[config.mk]
export PLATFORM = sky130hd
export DESIGN_NAME = rv32_decode_stage
export DESIGN_NICKNAME = d
export VERILOG_FILES = /design/src/rtl/fe_pkg.sv /design/src/rtl/rv32_decode_comb.sv /design/src/rtl/rv32_decode_stage.sv
export SDC_FILE = /design/constraint.sdc
export NUM_CORES = 1
export LEC_CHECK = 0
export ABC_AREA = 1
export ABC_CLOCK_PERIOD_IN_PS = 5100
export CAP_MARGIN = 10
export CORE_MARGIN = 5
export CORE_UTILIZATION = 43
export DETAILED_ROUTE_END_ITERATION = 16
export PLACE_DENSITY = 0.68
export SYNTH_ARGS = -nofsm -noshare
export SYNTH_HDL_FRONTEND = slang
export SYNTH_SLANG_ARGS = --single-unit
export TNS_END_PERCENT = 5
[constraint.sdc]
create_clock -name clk -period 5.1 [get_ports clk]
set_input_delay 1.02 -clock clk [delete_from_list [all_inputs] [get_ports clk]]
set_output_delay 1.02 -clock clk [all_outputs]
set_load 0.01 [all_outputs]
[src/rtl/fe_pkg.sv]
// Shared decode types: mnemonics, instruction formats, opcode/funct7 constants,
// buffer occupancy states and the decoded-entry record.
package fe_pkg;

    typedef enum logic [5:0] {
        NULL,
        LUI, AUIPC, JAL, JALR,
        BEQ, BNE, BLT, BGE, BLTU, BGEU,
        LB, LH, LW, LBU, LHU,
        SB, SH, SW,
        ADDI, SLTI, SLTIU, XORI, ORI, ANDI, SLLI, SRLI, SRAI,
        ADD, SUB, SLL, SLT, SLTU, XOR, SRL, SRA, OR, AND,
        FENCE, ECALL, EBREAK,
        MUL, MULH, MULHSU, MULHU, DIV, DIVU, REM, REMU
    } mnemonic_t;

    typedef enum logic [2:0] {
        FMT_NONE, FMT_R, FMT_I, FMT_SH, FMT_S, FMT_B, FMT_U, FMT_J
    } fmt_t;

    typedef enum logic [1:0] {
        ST_EMPTY, ST_ONE, ST_TWO
    } occ_t;

    localparam logic [6:0] OPC_LUI      = 7'b0110111;
    localparam logic [6:0] OPC_AUIPC    = 7'b0010111;
    localparam logic [6:0] OPC_JAL      = 7'b1101111;
    localparam logic [6:0] OPC_JALR     = 7'b1100111;
    localparam logic [6:0] OPC_BRANCH   = 7'b1100011;
    localparam logic [6:0] OPC_LOAD     = 7'b0000011;
    localparam logic [6:0] OPC_STORE    = 7'b0100011;
    localparam logic [6:0] OPC_OP_IMM   = 7'b0010011;
    localparam logic [6:0] OPC_OP       = 7'b0110011;
    localparam logic [6:0] OPC_MISC_MEM = 7'b0001111;
    localparam logic [6:0] OPC_SYSTEM   = 7'b1110011;

    localparam logic [6:0] FUNCT7_BASE   = 7'h00;
    localparam logic [6:0] FUNCT7_ALT    = 7'h20;
    localparam logic [6:0] FUNCT7_MULDIV = 7'h01;

    localparam logic [31:0] INSTR_ECALL  = 32'h0000_0073;
    localparam logic [31:0] INSTR_EBREAK = 32'h0010_0073;

    typedef struct packed {
        mnemonic_t   mnemonic;
        logic [4:0]  rs1;
        logic [4:0]  rs2;
        logic [4:0]  rd;
        logic [31:0] imm;
        logic        illegal;
    } dec_t;

    localparam dec_t DEC_NULL = '{mnemonic: NULL, rs1: 5'd0, rs2: 5'd0, rd: 5'd0,
                                  imm: 32'd0, illegal: 1'b0};

endpackage

[src/rtl/rv32_decode_comb.sv]
// Pure combinational RV32I(+M) decoder: raw instruction -> mnemonic, operands,
// immediate and a strict illegal flag. Illegal encodings yield all-zero fields.
module rv32_decode_comb
    import fe_pkg::*;
#(
    parameter int EN_M_EXT = 1
) (
    input  logic [31:0] instr,
    output dec_t        dec
);

    logic [6:0]  opcode_s;
    logic [2:0]  funct3_s;
    logic [6:0]  funct7_s;
    logic [31:0] imm_i_s, imm_s_s, imm_b_s, imm_u_s, imm_j_s, imm_sh_s;
    mnemonic_t   mn_s;
    fmt_t        fmt_s;
    logic        ill_s;

    assign opcode_s = instr[6:0];
    assign funct3_s = instr[14:12];
    assign funct7_s = instr[31:25];

    assign imm_i_s  = {{20{instr[31]}}, instr[31:20]};
    assign imm_s_s  = {{20{instr[31]}}, instr[31:25], instr[11:7]};
    assign imm_b_s  = {{19{instr[31]}}, instr[31], instr[7], instr[30:25], instr[11:8], 1'b0};
    assign imm_u_s  = {instr[31:12], 12'h000};
    assign imm_j_s  = {{11{instr[31]}}, instr[31], instr[19:12], instr[20], instr[30:21], 1'b0};
    assign imm_sh_s = {27'd0, instr[24:20]};

    // Classify the instruction: mnemonic, operand format and legality.
    always_comb begin
        mn_s  = NULL;
        fmt_s = FMT_NONE;
        ill_s = 1'b0;
        case (opcode_s)
            OPC_LUI:      begin mn_s = LUI;   fmt_s = FMT_U; end
            OPC_AUIPC:    begin mn_s = AUIPC; fmt_s = FMT_U; end
            OPC_JAL:      begin mn_s = JAL;   fmt_s = FMT_J; end
            OPC_JALR: begin
                fmt_s = FMT_I;
                if (funct3_s == 3'd0) mn_s = JALR;
                else                  ill_s = 1'b1;
            end
            OPC_BRANCH: begin
                fmt_s = FMT_B;
                case (funct3_s)
                    3'd0:    mn_s = BEQ;
                    3'd1:    mn_s = BNE;
                    3'd4:    mn_s = BLT;
                    3'd5:    mn_s = BGE;
                    3'd6:    mn_s = BLTU;
                    3'd7:    mn_s = BGEU;
                    default: ill_s = 1'b1;
                endcase
            end
            OPC_LOAD: begin
                fmt_s = FMT_I;
                case (funct3_s)
                    3'd0:    mn_s = LB;
                    3'd1:    mn_s = LH;
                    3'd2:    mn_s = LW;
                    3'd4:    mn_s = LBU;
                    3'd5:    mn_s = LHU;
                    default: ill_s = 1'b1;
                endcase
            end
            OPC_STORE: begin
                fmt_s = FMT_S;
                case (funct3_s)
                    3'd0:    mn_s = SB;
                    3'd1:    mn_s = SH;
                    3'd2:    mn_s = SW;
                    default: ill_s = 1'b1;
                endcase
            end
            OPC_OP_IMM: begin
                fmt_s = FMT_I;
                case (funct3_s)
                    3'd0: mn_s = ADDI;
                    3'd2: mn_s = SLTI;
                    3'd3: mn_s = SLTIU;
                    3'd4: mn_s = XORI;
                    3'd6: mn_s = ORI;
                    3'd7: mn_s = ANDI;
                    3'd1: begin
                        fmt_s = FMT_SH;
                        if (funct7_s == FUNCT7_BASE) mn_s = SLLI;
                        else                         ill_s = 1'b1;
                    end
                    3'd5: begin
                        fmt_s = FMT_SH;
                        if (funct7_s == FUNCT7_BASE)     mn_s = SRLI;
                        else if (funct7_s == FUNCT7_ALT) mn_s = SRAI;
                        else                             ill_s = 1'b1;
                    end
                    default: ill_s = 1'b1;
                endcase
            end
            OPC_OP: begin
                fmt_s = FMT_R;
                case (funct7_s)
                    FUNCT7_BASE: begin
                        case (funct3_s)
                            3'd0:    mn_s = ADD;
                            3'd1:    mn_s = SLL;
                            3'd2:    mn_s = SLT;
                            3'd3:    mn_s = SLTU;
                            3'd4:    mn_s = XOR;
                            3'd5:    mn_s = SRL;
                            3'd6:    mn_s = OR;
                            default: mn_s = AND;
                        endcase
                    end
                    FUNCT7_ALT: begin
                        if (funct3_s == 3'd0)      mn_s = SUB;
                        else if (funct3_s == 3'd5) mn_s = SRA;
                        else                       ill_s = 1'b1;
                    end
                    FUNCT7_MULDIV: begin
                        if (EN_M_EXT != 0) begin
                            case (funct3_s)
                                3'd0:    mn_s = MUL;
                                3'd1:    mn_s = MULH;
                                3'd2:    mn_s = MULHSU;
                                3'd3:    mn_s = MULHU;
                                3'd4:    mn_s = DIV;
                                3'd5:    mn_s = DIVU;
                                3'd6:    mn_s = REM;
                                default: mn_s = REMU;
                            endcase
                        end else begin
                            ill_s = 1'b1;
                        end
                    end
                    default: ill_s = 1'b1;
                endcase
            end
            OPC_MISC_MEM: begin mn_s = FENCE; fmt_s = FMT_I; end
            OPC_SYSTEM: begin
                if (instr == INSTR_ECALL)       mn_s = ECALL;
                else if (instr == INSTR_EBREAK) mn_s = EBREAK;
                else                            ill_s = 1'b1;
            end
            default: ill_s = 1'b1;
        endcase
    end

    // Populate operand fields by format; illegal encodings collapse to zeros.
    always_comb begin
        dec         = DEC_NULL;
        dec.illegal = ill_s;
        if (ill_s) begin
            dec.mnemonic = NULL;
        end else begin
            dec.mnemonic = mn_s;
            case (fmt_s)
                FMT_R:  begin dec.rs1 = instr[19:15]; dec.rs2 = instr[24:20]; dec.rd = instr[11:7]; end
                FMT_I:  begin dec.rs1 = instr[19:15]; dec.rd = instr[11:7]; dec.imm = imm_i_s; end
                FMT_SH: begin dec.rs1 = instr[19:15]; dec.rd = instr[11:7]; dec.imm = imm_sh_s; end
                FMT_S:  begin dec.rs1 = instr[19:15]; dec.rs2 = instr[24:20]; dec.imm = imm_s_s; end
                FMT_B:  begin dec.rs1 = instr[19:15]; dec.rs2 = instr[24:20]; dec.imm = imm_b_s; end
                FMT_U:  begin dec.rd = instr[11:7]; dec.imm = imm_u_s; end
                FMT_J:  begin dec.rd = instr[11:7]; dec.imm = imm_j_s; end
                default: dec.imm = 32'd0;
            endcase
        end
    end

endmodule

[src/rtl/rv32_decode_stage.sv]
// RV32 decode stage: combinational decode feeding a registered 2-entry elastic
// buffer (head drives the outputs directly), plus a saturating illegal counter.
module rv32_decode_stage
    import fe_pkg::*;
#(
    parameter int EN_M_EXT  = 1,
    parameter int PC_WIDTH  = 32,
    parameter int CNT_WIDTH = 16
) (
    input  logic                 clk,
    input  logic                 rst,
    input  logic                 flush,
    input  logic                 in_valid,
    output logic                 in_ready,
    input  logic [31:0]          in_instr,
    input  logic [PC_WIDTH-1:0]  in_pc,
    output logic                 out_valid,
    input  logic                 out_ready,
    output mnemonic_t            out_mnemonic,
    output logic [4:0]           out_rs1,
    output logic [4:0]           out_rs2,
    output logic [4:0]           out_rd,
    output logic [31:0]          out_imm,
    output logic [PC_WIDTH-1:0]  out_pc,
    output logic                 out_illegal,
    output logic [CNT_WIDTH-1:0] illegal_count
);

    localparam logic [CNT_WIDTH-1:0] CNT_MAX = {CNT_WIDTH{1'b1}};
    localparam logic [CNT_WIDTH-1:0] CNT_ONE = {{(CNT_WIDTH-1){1'b0}}, 1'b1};

    occ_t                 state_r;
    dec_t                 head_r, tail_r;
    logic [PC_WIDTH-1:0]  head_pc_r, tail_pc_r;
    logic [CNT_WIDTH-1:0] count_r;
    dec_t                 dec_s;
    logic                 acc_s, pop_s;

    rv32_decode_comb #(.EN_M_EXT(EN_M_EXT)) u_decode (
        .instr (in_instr),
        .dec   (dec_s)
    );

    assign in_ready  = (state_r != ST_TWO) && !rst;
    assign out_valid = (state_r != ST_EMPTY);
    assign acc_s     = in_valid && in_ready;
    assign pop_s     = out_valid && out_ready;

    assign out_mnemonic  = head_r.mnemonic;
    assign out_rs1       = head_r.rs1;
    assign out_rs2       = head_r.rs2;
    assign out_rd        = head_r.rd;
    assign out_imm       = head_r.imm;
    assign out_illegal   = head_r.illegal;
    assign out_pc        = head_pc_r;
    assign illegal_count = count_r;

    // Occupancy FSM and buffer entries; flush empties the buffer and drops any accept.
    always_ff @(posedge clk) begin
        if (rst) begin
            state_r   <= ST_EMPTY;
            head_r    <= DEC_NULL;
            tail_r    <= DEC_NULL;
            head_pc_r <= '0;
            tail_pc_r <= '0;
        end else if (flush) begin
            state_r <= ST_EMPTY;
        end else begin
            case (state_r)
                ST_EMPTY: begin
                    if (acc_s) begin
                        head_r    <= dec_s;
                        head_pc_r <= in_pc;
                        state_r   <= ST_ONE;
                    end
                end
                ST_ONE: begin
                    if (acc_s && pop_s) begin
                        head_r    <= dec_s;
                        head_pc_r <= in_pc;
                    end else if (acc_s) begin
                        tail_r    <= dec_s;
                        tail_pc_r <= in_pc;
                        state_r   <= ST_TWO;
                    end else if (pop_s) begin
                        state_r <= ST_EMPTY;
                    end
                end
                ST_TWO: begin
                    if (pop_s) begin
                        head_r    <= tail_r;
                        head_pc_r <= tail_pc_r;
                        state_r   <= ST_ONE;
                    end
                end
                default: state_r <= ST_EMPTY;
            endcase
        end
    end

    // Saturating count of illegal entries handed to execute (not during flush).
    always_ff @(posedge clk) begin
        if (rst) begin
            count_r <= '0;
        end else if (pop_s && head_r.illegal && !flush && (count_r != CNT_MAX)) begin
            count_r <= count_r + CNT_ONE;
        end else begin
            count_r <= count_r;
        end
    end

endmodule

==> metrics.log, run 1 <==
[metrics] result of the run: finished clean
[metrics] worst slew slack as a fraction of its limit: 0.294
[metrics] via total after detailed routing: 9581
[metrics] GRT met3 Usage: 0.0462
[metrics] filler instances: 2066
[metrics] most frequently used flop master after synthesis: sky130_fd_sc_hd__dfxtp_1
[metrics] post-CTS setup buffers: 0
[metrics] reported leakage power: 0.00460 µW
[metrics] most used standard cells in the synthesized netlist: sky130_fd_sc_hd__nand2_1 (241), sky130_fd_sc_hd__o21ai_0 (203), sky130_fd_sc_hd__dfxtp_1 (190)
[metrics] clock network fraction of total power: 0.433
[metrics] TritonCTS clock tree: built
[metrics] Final Hold Viols: 0
[metrics] aggregate routed wire length: 29.2 mm
[metrics] clock insertion delay at the later pin of the skew report: 0.44 ns
[metrics] TritonCTS buffer count: 17
[metrics] clock tree root driver cell: sky130_fd_sc_hd__clkbuf_16
[metrics] HP Class: reg2reg
[metrics] fraction of met1 tracks used by global routing: 0.342
[metrics] Power Density: 291 nW/µm²
[metrics] NumNets Final: 1506
[metrics] area overhead of the layout relative to synthesis: 26.6%
[metrics] min cycle time layout: 3.42 ns
[metrics] crit path setup slack, layout: 1.68 ns
[metrics] worst clock skew: 0.0154 ns
[metrics] mapped cell area: 9100 µm²
[metrics] DR pass1 iterations: 7
[metrics] area of the core region: 21000 µm²
[metrics] internal power: 2500 µW
[metrics] maximum root-to-sink buffer count: 2
[metrics] Worst VDD drop: 190 µV
[metrics] setup violation total in the final timing report: 0
[metrics] number of maximum-capacitance constraint violations: 0
[metrics] RSZ-0062 raised after global routing: no
[metrics] height of the die: 155 µm
[metrics] post-placement cell area: 10900 µm²
[metrics] detailed-route wire length per cell: 16.9 µm
[metrics] leading cell types by total area after synthesis: sky130_fd_sc_hd__dfxtp_1 (42%), sky130_fd_sc_hd__o21ai_0 (11%), sky130_fd_sc_hd__a21oi_1 (10%)
[metrics] startpoint type of the worst setup path: input pin
[metrics] critical path class: in2out
[metrics] io pins: 173
[metrics] EDFF count, synth: 0
[metrics] worst hold start: tail_pc_r[24]$_SDFFE_PP0P_
[metrics] number of buffer cells added on primary ports: 172
[metrics] total inserted antenna cells: 0
[metrics] CTS H-Tree Depth: 4
[metrics] Comb power frac: 0.105
[metrics] largest area contributor in the synthesized netlist: sky130_fd_sc_hd__dfxtp_1
[metrics] arrival time of data at the critical path endpoint: 2.40 ns
[metrics] Setup WS pre-CTS: 1.53 ns
[metrics] net switching power: 853 µW
[metrics] Setup crit end kind: primary output
[metrics] Num Clock Sinks: 190
[metrics] initial core utilization: 0.434
[metrics] number of distinct library cell variants in the gate-level netlist after synthesis: 34
[metrics] launching point of the worst reg2reg path: state_r[1]$_SDFFE_PP0P_
[metrics] share of final-layout standard cells stronger than drive strength 1: 0.0538
[metrics] Worst Path Max Fanout: 3
[metrics] number of antenna violations at the first check in global routing: 0
[metrics] M2 GR Usage: 0.355
[metrics] required time of the worst setup path: 4.08 ns
[metrics] switching power share of the total: 0.254
[metrics] Syn Area/Cell: 6.86 µm²
[metrics] part of the cycle the worst path needs: 0.670
[metrics] via count of the first global-routing pass: 8768
[metrics] number of vias per cell: 5.56
[metrics] hold-fix buffers at CTS: 0
[metrics] GRT Total Usage: 0.235
[metrics] net count after synthesis: 1396
[metrics] GR Overflow Total: 0
[metrics] busiest layer in global routing: met2
[metrics] count of state elements after synthesis: 190
[metrics] slew at the pin with the worst max-slew slack: 1.06 ns
[metrics] post-layout instance area: 11500 µm²
[metrics] die outline area: 24200 µm²
[metrics] gate count after technology mapping: 1326
[metrics] wire length of the first global-routing pass: 46.7 mm
[metrics] Hold Slack: 0.478 ns
[metrics] clock transition at the register clock pins on the worst setup and hold paths after CTS: 0.07 ns
[metrics] critical path startpoint: rst
[metrics] Chip Width: 155 µm
[metrics] top cell type's share of synthesized area: 0.418
[metrics] sequential group share of total power: 0.462
[metrics] async set or reset register ratio after synthesis: 0
[metrics] count of synthesis-stage warnings from yosys: 0
[metrics] highest clock frequency the design can meet: 0.293 GHz
[metrics] Placer Congestion: 0.942
[metrics] DRC Markers: 0
[metrics] PostCTS Resize Cnt: 0
[metrics] setup TNS: 0 ns
[metrics] DP HPWL: 19.4 mm
[metrics] maximum number of pins on one net before global-route repair: 100
[metrics] number of DRC markers in iteration 0: 948
[metrics] Post-DRT Antenna Nets: 0
[metrics] share of the yosys chip area belonging to registers: 0.418
[metrics] most used standard cell by instance count after synthesis: sky130_fd_sc_hd__nand2_1
[metrics] number of pins with negative max-slew slack in the final report: 0
[metrics] Rows: 53
-- routing by layer --
layer  part of all wire  vias up
li1                   -     4738
met4              0.019        0
met2               0.45      367
met3              0.073       39
met5                  0        -
met1               0.46     4437
-- cell usage in the layout (no fill, tap or decap), drive strengths merged, types with 6 or more instances in the layout --
master	netlist	routed
a21oi	187	187
dfxtp	190	190
a31oi	32	32
inv	67	72
nor2	151	151
a31o	6	6
clkbuf	63	19
buf	30	12
nand2	244	244
nor3	7	7
o21ai	206	206
nand3	89	89
nand4	29	29
clkdlybuf4s50	0	172
-- cell type report --
cell class | instances | area [µm²] | area share
clock buffer | 19 | 453 | 0.0393
sequential | 190 | 3800 | 0.330
inverter | 68 | 258 | 0.0224
clock inverter | 13 | 196 | 0.0171
timing repair buffer | 184 | 1840 | 0.159
multi-input combinational | 975 | 4630 | 0.402
tap | 275 | 344 | 0.0299
-- flip-flops by register name, indices dropped and copies added (netlist names) --
| name | flops |
|---|---|
| out_imm | 32 |
| out_pc | 32 |
| state_r | 2 |
| out_rs1 | 5 |
| tail_r | 54 |
| illegal_count | 16 |
| tail_pc_r | 32 |
| out_mnemonic | 6 |
| out_rs2 | 5 |
| out_rd | 5 |
| out_illegal | 1 |
-- critical path, cell delays in order --
cell and delay (ns):
sky130_fd_sc_hd__clkdlybuf4s50_1 0.60, sky130_fd_sc_hd__nor2_4 0.19, sky130_fd_sc_hd__clkdlybuf4s50_1 0.58
-- kinds of logic after synthesis --
kind of cell	count (synthesis)	synth area share
XOR/XNOR	8	0.00770
AO/OA/AOI/OAI	439	0.251
AND/OR/NAND/NOR	527	0.249
flip-flops	190	0.418
adder cells (fa/ha/maj)	1	0.00137
buffers and inverters	161	0.0733
-- power groups by stage --
stage               registers [µW]  clock network, µW  logic (µW)
detailed placement            1580                  0         348
global route                  1560               1540         382
CTS                           1550               1470         350
floorplan                     1600                  0         144
global placement              1580                  0         349
finish                        1550               1450         351
-- per-stage QoR --
| stage | utilization | std cells | total power [µW] |
|---|---|---|---|
| 2_1_floorplan | - | 1326 | 1740 |
| 3_3_place_gp | 0.519 | 1692 | 1930 |
| 3_5_place_dp | 0.519 | 1692 | 1930 |
| 4_1_cts | 0.550 | 1724 | 3370 |
| 5_1_grt | 0.550 | 1724 | 3470 |
| 6_report | 0.550 | 1724 | 3350 |
-- path summary, 6_finish.rpt --
check / endpoint / slack [ns] / depth (start not counted)
setup / recovery: in_ready / 1.68 / 3
hold / removal: out_pc[24]$_SDFFE_PP0P_ / 0.48 / 2
setup reg to reg: out_pc[2]$_SDFFE_PP0P_ / 2.43 / 10
hold reg to reg: out_pc[24]$_SDFFE_PP0P_ / 0.48 / 2
Power figures use the tool's default switching activity.
==> run 2: changes to the inputs <==
--- a/config.mk
+++ b/config.mk
@@ -6,12 +6,12 @@
 export NUM_CORES = 1
 export LEC_CHECK = 0
 export ABC_AREA = 1
-export ABC_CLOCK_PERIOD_IN_PS = 5100
+export ABC_CLOCK_PERIOD_IN_PS = 3100
 export CAP_MARGIN = 10
 export CORE_MARGIN = 5
 export CORE_UTILIZATION = 43
 export DETAILED_ROUTE_END_ITERATION = 16
-export PLACE_DENSITY = 0.68
+export PLACE_DENSITY = 0.71
 export SYNTH_ARGS = -nofsm -noshare
 export SYNTH_HDL_FRONTEND = slang
 export SYNTH_SLANG_ARGS = --single-unit
==> constraint.sdc (replaced) <==
create_clock -name clk -period 3.1 [get_ports clk]
set_input_delay 0.62 -clock clk [delete_from_list [all_inputs] [get_ports clk]]
set_output_delay 0.62 -clock clk [all_outputs]
set_load 0.01 [all_outputs]
==> run 2 against run 1 <==
  * Clock-buffer cell count decreased by 2
  * Cell count increased by 1.6%
  * Worst setup slack got worse by 1.2 ns
  * Sequential share of layout area decreased by 0.57 points
  * Worst hold slack got worse by 0.0046 ns
  * Sequential cell count unchanged
  * Critical path depth increased by 8
  * Clock skew decreased by 0.0065 ns
  * Largest cell class unchanged
  * First-iteration DRC count decreased by 8.1%
  * Non-clock buffer count increased by 29
  * Design area increased by 1.8%
  * Global-route usage increased by 0.20 points
  * Highest routed layer unchanged
  * Largest power group unchanged
==> metrics.log, run 2 (synthesized netlist as in run 1, its figures left out) <==
[metrics] result of the run: finished clean
[metrics] cell with the largest stage delay on the worst path: sky130_fd_sc_hd__clkdlybuf4s50_1
[metrics] worst path buffer plus inverter count: 2 (unchanged)
[metrics] Chip Width: 155 µm (unchanged)
[metrics] GR Overflow Total: 0 (unchanged)
[metrics] post-CTS setup buffers: 0 (unchanged)
[metrics] RSZ-0062 raised after global routing: no
[metrics] Top delay family on crit path: simple AND/OR/NAND/NOR gates
[metrics] multi-input gate area in the final layout: 4630 µm² (unchanged)
[metrics] register with the most flip-flops: tail_r
[metrics] die outline area: 24200 µm² (unchanged)
[metrics] slew at the pin with the worst max-slew slack: 0.686 ns (-0.373 ns)
[metrics] number of pins with negative max-slew slack in the final report: 0 (unchanged)
[metrics] Post-DRT Antenna Nets: 0 (unchanged)
[metrics] aggregate routed wire length: 29.5 mm (+1.1%)
[metrics] Rows: 53 (unchanged)
[metrics] clock tree root driver cell: sky130_fd_sc_hd__clkbuf_16
[metrics] area overhead of the layout relative to synthesis: 28.8%
[metrics] commonest non-fill, non-tap cell in the layout: sky130_fd_sc_hd__nand2_1
[metrics] highest clock frequency the design can meet: 0.378 GHz
[metrics] clock insertion delay at the later pin of the skew report: 0.44 ns (about the same)
[metrics] PostCTS Resize Cnt: 0 (unchanged)
[metrics] Placer Congestion: 0.911 (-3.3%)
[metrics] worst clock skew: 0.00892 ns (-0.00648 ns)
[metrics] fraction of met1 tracks used by global routing: 0.339 (-0.00249)
[metrics] Cell Chain, Critical Path: clkdlybuf4s50_1 > nand2_1 > nand2_1 > nand3_1 > nand2_1 > nor2_1 > nand3_1 > nor2_4 > buf_4 > nand3_1 > a21oi_1
[metrics] via total after detailed routing: 9736 (+1.6%)
[metrics] initial core utilization: 0.434 (unchanged)
[metrics] worst slew slack as a fraction of its limit: 0.542 (+0.249)
[metrics] Power Density: 456 nW/µm² (+57%)
[metrics] arrival time of data at the critical path endpoint: 3.01 ns (+0.61 ns)
[metrics] required time of the worst setup path: 3.46 ns (-0.62 ns)
[metrics] maximum number of pins on one net before global-route repair: 89 (-11%)
[metrics] number of buffer cells added on primary ports: 172 (unchanged)
[metrics] Setup crit end kind: flop
[metrics] TritonCTS buffer count: 17 (unchanged)
[metrics] post-layout instance area: 11700 µm² (+1.8%)
[metrics] Worst VDD drop: 319 µV (+68%)
[metrics] Setup WS pre-CTS: 0.0642 ns (-1.47 ns)
[metrics] longest individual stage delay on the worst path: 0.63 ns (+0.03 ns)
[metrics] busiest layer in global routing: met2
[metrics] crit path setup slack, layout: 0.451 ns (-1.23 ns)
[metrics] min cycle time layout: 2.65 ns
[metrics] critical path class: in2reg
[metrics] M2 GR Usage: 0.365 (+0.0101)
[metrics] height of the die: 155 µm (unchanged)
[metrics] maximum root-to-sink buffer count: 2 (unchanged)
[metrics] Hold Slack: 0.474 ns (-0.00462 ns)
[metrics] setup TNS: 0 ns (unchanged)
[metrics] Final Hold Viols: 0 (unchanged)
[metrics] startpoint type of the worst setup path: input pin
[metrics] HP Class: reg2reg
[metrics] area of the core region: 21000 µm² (unchanged)
[metrics] number of DRC markers in iteration 0: 871 (-8.1%)
[metrics] part of the cycle the worst path needs: 0.854
[metrics] DRC Markers: 0 (unchanged)
[metrics] io pins: 173 (unchanged)
[metrics] combined flip-flop and latch cell area: 3800 µm² (unchanged)
[metrics] GRT Total Usage: 0.237 (+0.00201)
[metrics] number of maximum-capacitance constraint violations: 0 (unchanged)
[metrics] NumNets Final: 1535 (+1.9%)
[metrics] setup violation total in the final timing report: 0 (unchanged)
[metrics] detailed-route wire length per cell: 16.9 µm (-0.49%)
[metrics] clock transition at the register clock pins on the worst setup and hold paths after CTS: 0.07 ns (about the same)
[metrics] via count of the first global-routing pass: 8908 (+1.6%)
[metrics] DR pass1 iterations: 6 (-1)
[metrics] CTS H-Tree Depth: 4 (unchanged)
[metrics] Num Clock Sinks: 190 (unchanged)
[metrics] max FFs per register: 54 (unchanged)
[metrics] post-placement cell area: 11100 µm² (+2.5%)
[metrics] total inserted antenna cells: 0 (unchanged)
[metrics] leading cell types in the layout, fill and taps excluded: sky130_fd_sc_hd__nand2_1 (241), sky130_fd_sc_hd__o21ai_0 (203), sky130_fd_sc_hd__dfxtp_1 (190)
[metrics] Worst Path Max Fanout: 21 (+18)
[metrics] filler instances: 2063 (-0.15%)
[metrics] wire length of the first global-routing pass: 47.2 mm (+0.93%)
[metrics] reported leakage power: 0.00473 µW (+2.8%)
[metrics] GRT met3 Usage: 0.0426 (-0.00362)
[metrics] reg2reg setup slack: 1.16 ns (-1.27 ns)
[metrics] TritonCTS clock tree: built
[metrics] DP HPWL: 20.7 mm (+6.9%)
[metrics] share of final-layout standard cells stronger than drive strength 1: 0.0718 (+0.0179)
[metrics] hold-fix buffers at CTS: 0 (unchanged)
[metrics] number of vias per cell: 5.56 (about the same)
[metrics] number of antenna violations at the first check in global routing: 0 (unchanged)
[run 2: cell types whose count changed in the layout (fill, tap and decap cells not counted)]
cell                         delta
sky130_fd_sc_hd__clkinvlp_4     +1
sky130_fd_sc_hd__clkinv_8       -2
sky130_fd_sc_hd__buf_12         +4
sky130_fd_sc_hd__clkinv_4       +1
sky130_fd_sc_hd__buf_4         +25
sky130_fd_sc_hd__clkinv_2       +3
sky130_fd_sc_hd__inv_6          -2
sky130_fd_sc_hd__bufinv_16      -1
sky130_fd_sc_hd__inv_8          +1
sky130_fd_sc_hd__clkbuf_8       -2
[run 2: through the flow]
stage	utilization	cells	total power (µW)
detailed placement	0.532	1721	3200
CTS	0.559	1752	5390
global placement	0.532	1721	3200
finish	0.559	1752	5350
floorplan	-	1326	2860
global route	0.559	1752	5540
[run 2: final timing paths]
kind / cells after the start / endpoint / startpoint
worst max register to register: 9 / tail_r[31]$_SDFFE_PP0P_ / state_r[0]$_SDFFE_PP0P_
worst max-delay path: 11 / out_imm[14]$_SDFFE_PP0P_ / in_instr[13]
worst min register to register: 2 / out_pc[15]$_SDFFE_PP0P_ / tail_pc_r[15]$_SDFFE_PP0P_
worst min-delay path: 2 / out_pc[15]$_SDFFE_PP0P_ / tail_pc_r[15]$_SDFFE_PP0P_
[run 2: area by class of cell]
cell class,count,share of cell area
clock buffers,17,0.0363
clock inverters,14,0.0136
inverters,68,0.0220
well taps,275,0.0293
flip-flops and latches,190,0.324
repair buffers,213,0.180
multi-input cells,975,0.395
[run 2: report_power, final]
| group | internal (µW) | leakage [µW] | switching, µW |
|---|---|---|---|
| Combinational | 273 | 0.00290 | 326 |
| Sequential | 2510 | 0.00154 | 43.1 |
| Clock | 1200 | 0.000285 | 998 |
[run 2: tightest hold or removal path, cell delays in order (launching register included)]
cell,delay [ns]
sky130_fd_sc_hd__dfxtp_1,0.31
sky130_fd_sc_hd__nand2_1,0.06
sky130_fd_sc_hd__a31oi_1,0.08
[run 2: routing by layer]
metal / up-vias / part of all wire
li1: 4801 / -
met4: 0 / 0.025
met1: 4501 / 0.45
met5: - / 0
met2: 383 / 0.45
met3: 51 / 0.072
==> run 3: changes to the inputs <==
--- a/config.mk
+++ b/config.mk
@@ -7,7 +7,6 @@
 export LEC_CHECK = 0
 export ABC_AREA = 1
 export ABC_CLOCK_PERIOD_IN_PS = 3100
-export CAP_MARGIN = 10
 export CORE_MARGIN = 5
 export CORE_UTILIZATION = 43
 export DETAILED_ROUTE_END_ITERATION = 16
==> results of run 3 <==
Final layout, timing and power as in run 2 (identical DEF).
